**config.mk**
```make
export PLATFORM = sky130hd
export DESIGN_NAME = priv_timer_irq
export DESIGN_NICKNAME = d
export VERILOG_FILES = /design/src/rtl/priv_timer_irq.sv
export SDC_FILE = /design/constraint.sdc
export NUM_CORES = 1
export LEC_CHECK = 0
export BUFFER_PORTS_ARGS = -buffer_cell sky130_fd_sc_hd__buf_2
export CAP_MARGIN = 40
export CELL_PAD_IN_SITES_DETAIL_PLACEMENT = 0
export CELL_PAD_IN_SITES_GLOBAL_PLACEMENT = 1
export CORE_MARGIN = 5
export CORE_UTILIZATION = 47
export DETAILED_ROUTE_END_ITERATION = 12
export GPL_ROUTABILITY_DRIVEN = 0
export GPL_TIMING_DRIVEN = 0
export PLACE_DENSITY = 0.82
export SLEW_MARGIN = 20
export SYNTH_ARGS = -nofsm -noshare
export SYNTH_HDL_FRONTEND = slang
export SYNTH_SLANG_ARGS = --single-unit
```
**constraint.sdc**
```tcl
create_clock -name CLK -period 3.05 [get_ports CLK]
set_input_delay 0.305 -clock CLK [delete_from_list [all_inputs] [get_ports CLK]]
set_output_delay 0.305 -clock CLK [all_outputs]
set_load 0.05 [all_outputs]
```
**src/rtl/priv_timer_irq.sv**
```systemverilog
// Machine timer / software-interrupt source: 64-bit mtime and mtimecmp, 1-bit msip,
// a word-wide register port and registered level interrupts toward the privilege block.
module priv_timer_irq #(
    parameter int unsigned PRESCALE = 1,
    parameter logic [63:0] TIME_RST = 64'h0
) (
    input  logic        CLK,
    input  logic        nRST,
    input  logic        req,
    input  logic        wen,
    input  logic [4:0]  addr,
    input  logic [3:0]  byte_en,
    input  logic [31:0] wdata,
    output logic [31:0] rdata,
    output logic        ack,
    output logic        err,
    input  logic        freeze,
    output logic        timer_int,
    output logic        soft_int
);
    localparam int unsigned CNT_W = (PRESCALE > 1) ? $clog2(PRESCALE) : 1;
    localparam logic [CNT_W-1:0] CNT_MAX = CNT_W'(PRESCALE - 1);

    typedef enum logic {
        IDLE = 1'b0,
        RESP = 1'b1
    } state_t;

    state_t           state_q, state_d;
    logic             accept;
    logic             sel_msip, sel_cmp_lo, sel_cmp_hi, sel_time_lo, sel_time_hi;
    logic             hit, wr, tick;
    logic [31:0]      rd_val;
    logic [CNT_W-1:0] cnt_q, cnt_d;
    logic [63:0]      mtime_q, mtime_d;
    logic [63:0]      mtimecmp_q, mtimecmp_d;
    logic             msip_q, msip_d;

    function automatic logic [31:0] merge(input logic [31:0] old,
                                          input logic [31:0] data,
                                          input logic [3:0]  be);
        logic [31:0] res;
        res = old;
        for (int b = 0; b < 4; b++) begin
            if (be[b]) res[8*b +: 8] = data[8*b +: 8];
        end
        return res;
    endfunction

    // Access FSM: state register
    always_ff @(posedge CLK or negedge nRST) begin
        if (!nRST) state_q <= IDLE;
        else       state_q <= state_d;
    end

    // Access FSM: next state; the response cycle never re-samples req
    always_comb begin
        state_d = state_q;
        case (state_q)
            IDLE:    if (req) state_d = RESP;
            RESP:    state_d = IDLE;
            default: state_d = IDLE;
        endcase
    end

    // Access FSM: accept strobe
    always_comb begin
        accept = 1'b0;
        if (state_q == IDLE) accept = req;
    end

    // Address decode, read mux and prescaler
    always_comb begin
        sel_msip    = (addr == 5'h00);
        sel_cmp_lo  = (addr == 5'h08);
        sel_cmp_hi  = (addr == 5'h0C);
        sel_time_lo = (addr == 5'h10);
        sel_time_hi = (addr == 5'h14);
        hit = sel_msip | sel_cmp_lo | sel_cmp_hi | sel_time_lo | sel_time_hi;
        wr  = accept && wen && hit && (byte_en != 4'b0000);

        rd_val = 32'h0;
        if (sel_msip)    rd_val = {31'b0, msip_q};
        if (sel_cmp_lo)  rd_val = mtimecmp_q[31:0];
        if (sel_cmp_hi)  rd_val = mtimecmp_q[63:32];
        if (sel_time_lo) rd_val = mtime_q[31:0];
        if (sel_time_hi) rd_val = mtime_q[63:32];

        tick  = !freeze && (cnt_q == CNT_MAX);
        cnt_d = cnt_q;
        if (!freeze) cnt_d = tick ? '0 : cnt_q + CNT_W'(1);
    end

    // Register updates; a write to either mtime half swallows that cycle's tick
    always_comb begin
        mtime_d    = mtime_q;
        mtimecmp_d = mtimecmp_q;
        msip_d     = msip_q;
        if (wr && sel_time_lo)      mtime_d[31:0]  = merge(mtime_q[31:0], wdata, byte_en);
        else if (wr && sel_time_hi) mtime_d[63:32] = merge(mtime_q[63:32], wdata, byte_en);
        else if (tick)              mtime_d = mtime_q + 64'd1;
        if (wr && sel_cmp_lo) mtimecmp_d[31:0]  = merge(mtimecmp_q[31:0], wdata, byte_en);
        if (wr && sel_cmp_hi) mtimecmp_d[63:32] = merge(mtimecmp_q[63:32], wdata, byte_en);
        if (wr && sel_msip && byte_en[0]) msip_d = wdata[0];
    end

    always_ff @(posedge CLK or negedge nRST) begin
        if (!nRST) begin
            mtime_q    <= TIME_RST;
            mtimecmp_q <= '1;
            msip_q     <= 1'b0;
            cnt_q      <= '0;
            rdata      <= 32'h0;
            ack        <= 1'b0;
            err        <= 1'b0;
            timer_int  <= 1'b0;
            soft_int   <= 1'b0;
        end else begin
            mtime_q    <= mtime_d;
            mtimecmp_q <= mtimecmp_d;
            msip_q     <= msip_d;
            cnt_q      <= cnt_d;
            ack        <= accept;
            err        <= accept && !hit;
            rdata      <= (accept && !wen && hit) ? rd_val : 32'h0;
            timer_int  <= (mtime_q >= mtimecmp_q);
            soft_int   <= msip_q;
        end
    end

endmodule

```
==> impl_metrics.csv <==
group,metric,value,unit
status,status,"finished clean",
cells_and_area,final_nets,1323,
drt,drc,0,
cells_and_area,layout-drive-gt1-share,22.53,%
worst_setup_path,crit_slowest_cell,"nor4_4",
grt,overflow,0,
job,maxCapViolations,0,
floorplan,rows,54,
sta,slew_violations,0,
floorplan,die_w,158.4,um
sta,slew_headroom,45.81,%
sta,fin_crit,2921,ps
yosys,synth_seq_area_share,40.91,%
sta,fin_worst_skew,10.19,ps
power_and_ir_drop,power_density,470.9,nW/um2
yosys,yosysWarnings,0,
drt,num_vias,9440,
floorplan,die_y,158.4,um
floorplan,ios,82,
power_and_ir_drop,ir_drop,0.0003689,V
yosys,synthDistinctLibCells,73,
floorplan,initial_core_util,47.57,%
yosys,ys.flop_type,"dfrtp_1",
yosys,yosysMostFrequentCell,"nor2_1",
cells_and_area,n_antenna_cell,0,
yosys,synth_nets,1222,
yosys,yosys_register_bits,166,
floorplan,die_area,25090,um2
worst_setup_path,cp.arrival,3220,ps
clocking,cts_tree,"built",
drt,drtAntennaViolNets,0,
clocking,worstSkewPairLatency,440,ps
drt,first_pass_iters,7,
grt,grt_pass1_wl,53360,um
yosys,syn_avg_cell_area,9.316,um2
yosys,synth_enable_flop_cells,0,
drt,drt_wl_total,34400,um
yosys,ys_top_cells_by_area,"dfrtp_1, dfstp_2, ha_1",
clocking,cts_num_sinks,166,
cells_and_area,fin_area,11830,um2
worst_setup_path,required,3350,ps
drt,vias_per_cell,6.272,
grt,grt_usage,27.78,%
clocking,clkTransAtPathRegs,70,ps
worst_setup_path,crit_chain,"nand2b_1 > nor4_4 > and2_1 > clkbuf_1 > buf_2 > nand2_1 > o311ai_0 > o21ai_1",
grt,met3_usage,6.388,%
worst_setup_path,critPathCaptureType,"flop",
place,io_buffers,76,
clocking,htree_levels,4,
place,dpl_cell_area,11130,um2
grt,antenna_found_initial,1,
sta,finalHoldViolCount,0,
drt,wl_per_cell,22.86,um
yosys,yosysTopAreaCell,"dfrtp_1",
yosys,syn_area,10350,um2
sta,fin_tns_setup,0,ps
drt,drtIter0Drc,924,
yosys,synth_top_area_share,24.66,%
yosys,ys_top_cells_by_count,"nor2_1, dfrtp_1, nand2_1",
grt,grt.met2_usage,41.98,%
yosys,ys_async_sr_fraction,100.0,%
sta,hold-worst-slack,90.14,ps
floorplan,core,21760,um2
clocking,cts-root-buf,"clkbuf_16",
sta,grt_setup_unrepaired,"no",
grt,grt_max_degree,89,
sta,setup_viol,0,
worst_hold_path,hold_path_class,"in -> reg",
grt,use_met1,39.85,%
worst_setup_path,cpPeakStageDelay,610,ps
clocking,cts_made_buffers,17,
clocking,clock_path_buffers,2,
place,dpl.hpwl,25090,um
worst_setup_path,crit_type,"reg -> reg",
sta,fin_crit_sh,95.79,%
cells_and_area,fin_util,54.39,%
power_and_ir_drop,total_power,5.572,mW
sta,tightest_slew,812.8,ps
grt,grt_pass1_vias,9149,
worst_setup_path,startpoint_type,"flop",
grt,top_usage_layer,"met2",
yosys,synth_cells,1111,
worst_setup_path,path_max_fanout,10,
power_and_ir_drop,leakagePower,4.915,nW
cells_and_area,area.growth.synth_to_final,14.33,%
sta,max_freq,342.3,MHz
power breakdown:
group          leakage (nW)  switching, mW  internal, mW
Sequential             1.99          0.154          2.31
Clock                 0.302          0.986          1.41
Combinational          2.63          0.436         0.278
sequential cells by signal (all words and copies together) (netlist names):
register	cells
timer_int	1
rdata	32
msip_q	1
mtime_q	64
mtimecmp_q	64
ack	1
err	1
soft_int	1
cnt_q	1
per-layer routing:
| layer | routed length [um] | up-vias |
|---|---|---|
| li1 | - | 4312 |
| met1 | 15370 | 4576 |
| met2 | 15180 | 483 |
| met3 | 2974 | 67 |
| met4 | 858 | 2 |
| met5 | 13 | - |
cells by family (layout without fill, tap and decap cells):
group                    after synthesis  count (layout)  synth area share, %
buffers and inverters                130             244                5.162
multiplexers                          97              97                10.18
adder cells (fa/ha/maj)               65              65                7.858
flip-flops                           166             166                40.91
AO/OA/AOI/OAI                        284             284                18.70
AND/OR/NAND/NOR                      369             369                17.19
worst max-delay path: cells and delay by family, from the launching register on:
| kind | cells | cell delay [ps] |
|---|---|---|
| DFF | 1 | 370 |
| buffers and inverters | 2 | 830 |
| and+or+nand+nor | 4 | 1250 |
| AOI/OAI and AO/OA | 2 | 320 |
worst paths after layout:
check                            start              to  slack, ps  cells after the start
min in group asynchronous         nRST        rdata[4]        430                      2
worst min register to register  msip_q        soft_int        400                      0
worst min-delay path            freeze           cnt_q         90                      2
worst max register to register     ack     mtime_q[47]        130                      8
max in group asynchronous         nRST  mtimecmp_q[58]       1720                      3
worst max-delay path               ack     mtime_q[47]        130                      8
layout make-up:
class	count	area, um2
fillers	2021	9923
multi-input cells	815	5609
flip-flops and latches	166	4234
repair buffers	83	466.7
clock buffers	19	442.9
well taps	280	350.3
plain buffers	59	271.5
inverters	70	262.8
clock inverters	13	195.2
placed cells by master, fill, tap and decap left out, types with 5 or more instances in the layout:
cell type,n
nor3_1,20
clkbuf_2,5
a211oi_1,11
clkbuf_1,39
dfrtp_1,102
nand2_1,91
and3_1,20
buf_2,84
and2_1,7
a21o_1,6
o22a_1,9
mux2_2,66
o21a_1,7
a31oi_1,15
o21ai_0,56
a21oi_1,58
inv_6,5
nor2_1,130
o22ai_1,11
a221oi_1,36
ha_1,65
dfstp_2,64
buf_6,5
inv_1,70
mux2i_1,31
nand3_1,24
clkbuf_16,17
a2bb2oi_1,5
a22oi_1,10
nand4_1,30
o211ai_1,10
nor4_1,8
repair_timing:
item                                    CTS  global route
gates resized for setup                   1             9
endpoints found under the setup margin    6            15
buffers inserted                          3             0
hold endpoints to repair                 46             0
pin swaps                                 1             0
hold buffers                              1             0
metrics by stage:
| stage | worst slack (ps) | cells |
|---|---|---|
| after floorplan | 464.0 | 1111 |
| after global placement | -1021 | 1467 |
| after detailed placement | -152.7 | 1469 |
| after CTS | 72.82 | 1505 |
| after global routing | 0.8449 | 1505 |
| final | 128.5 | 1505 |
Note: power is estimated with default switching activity, not from simulation.
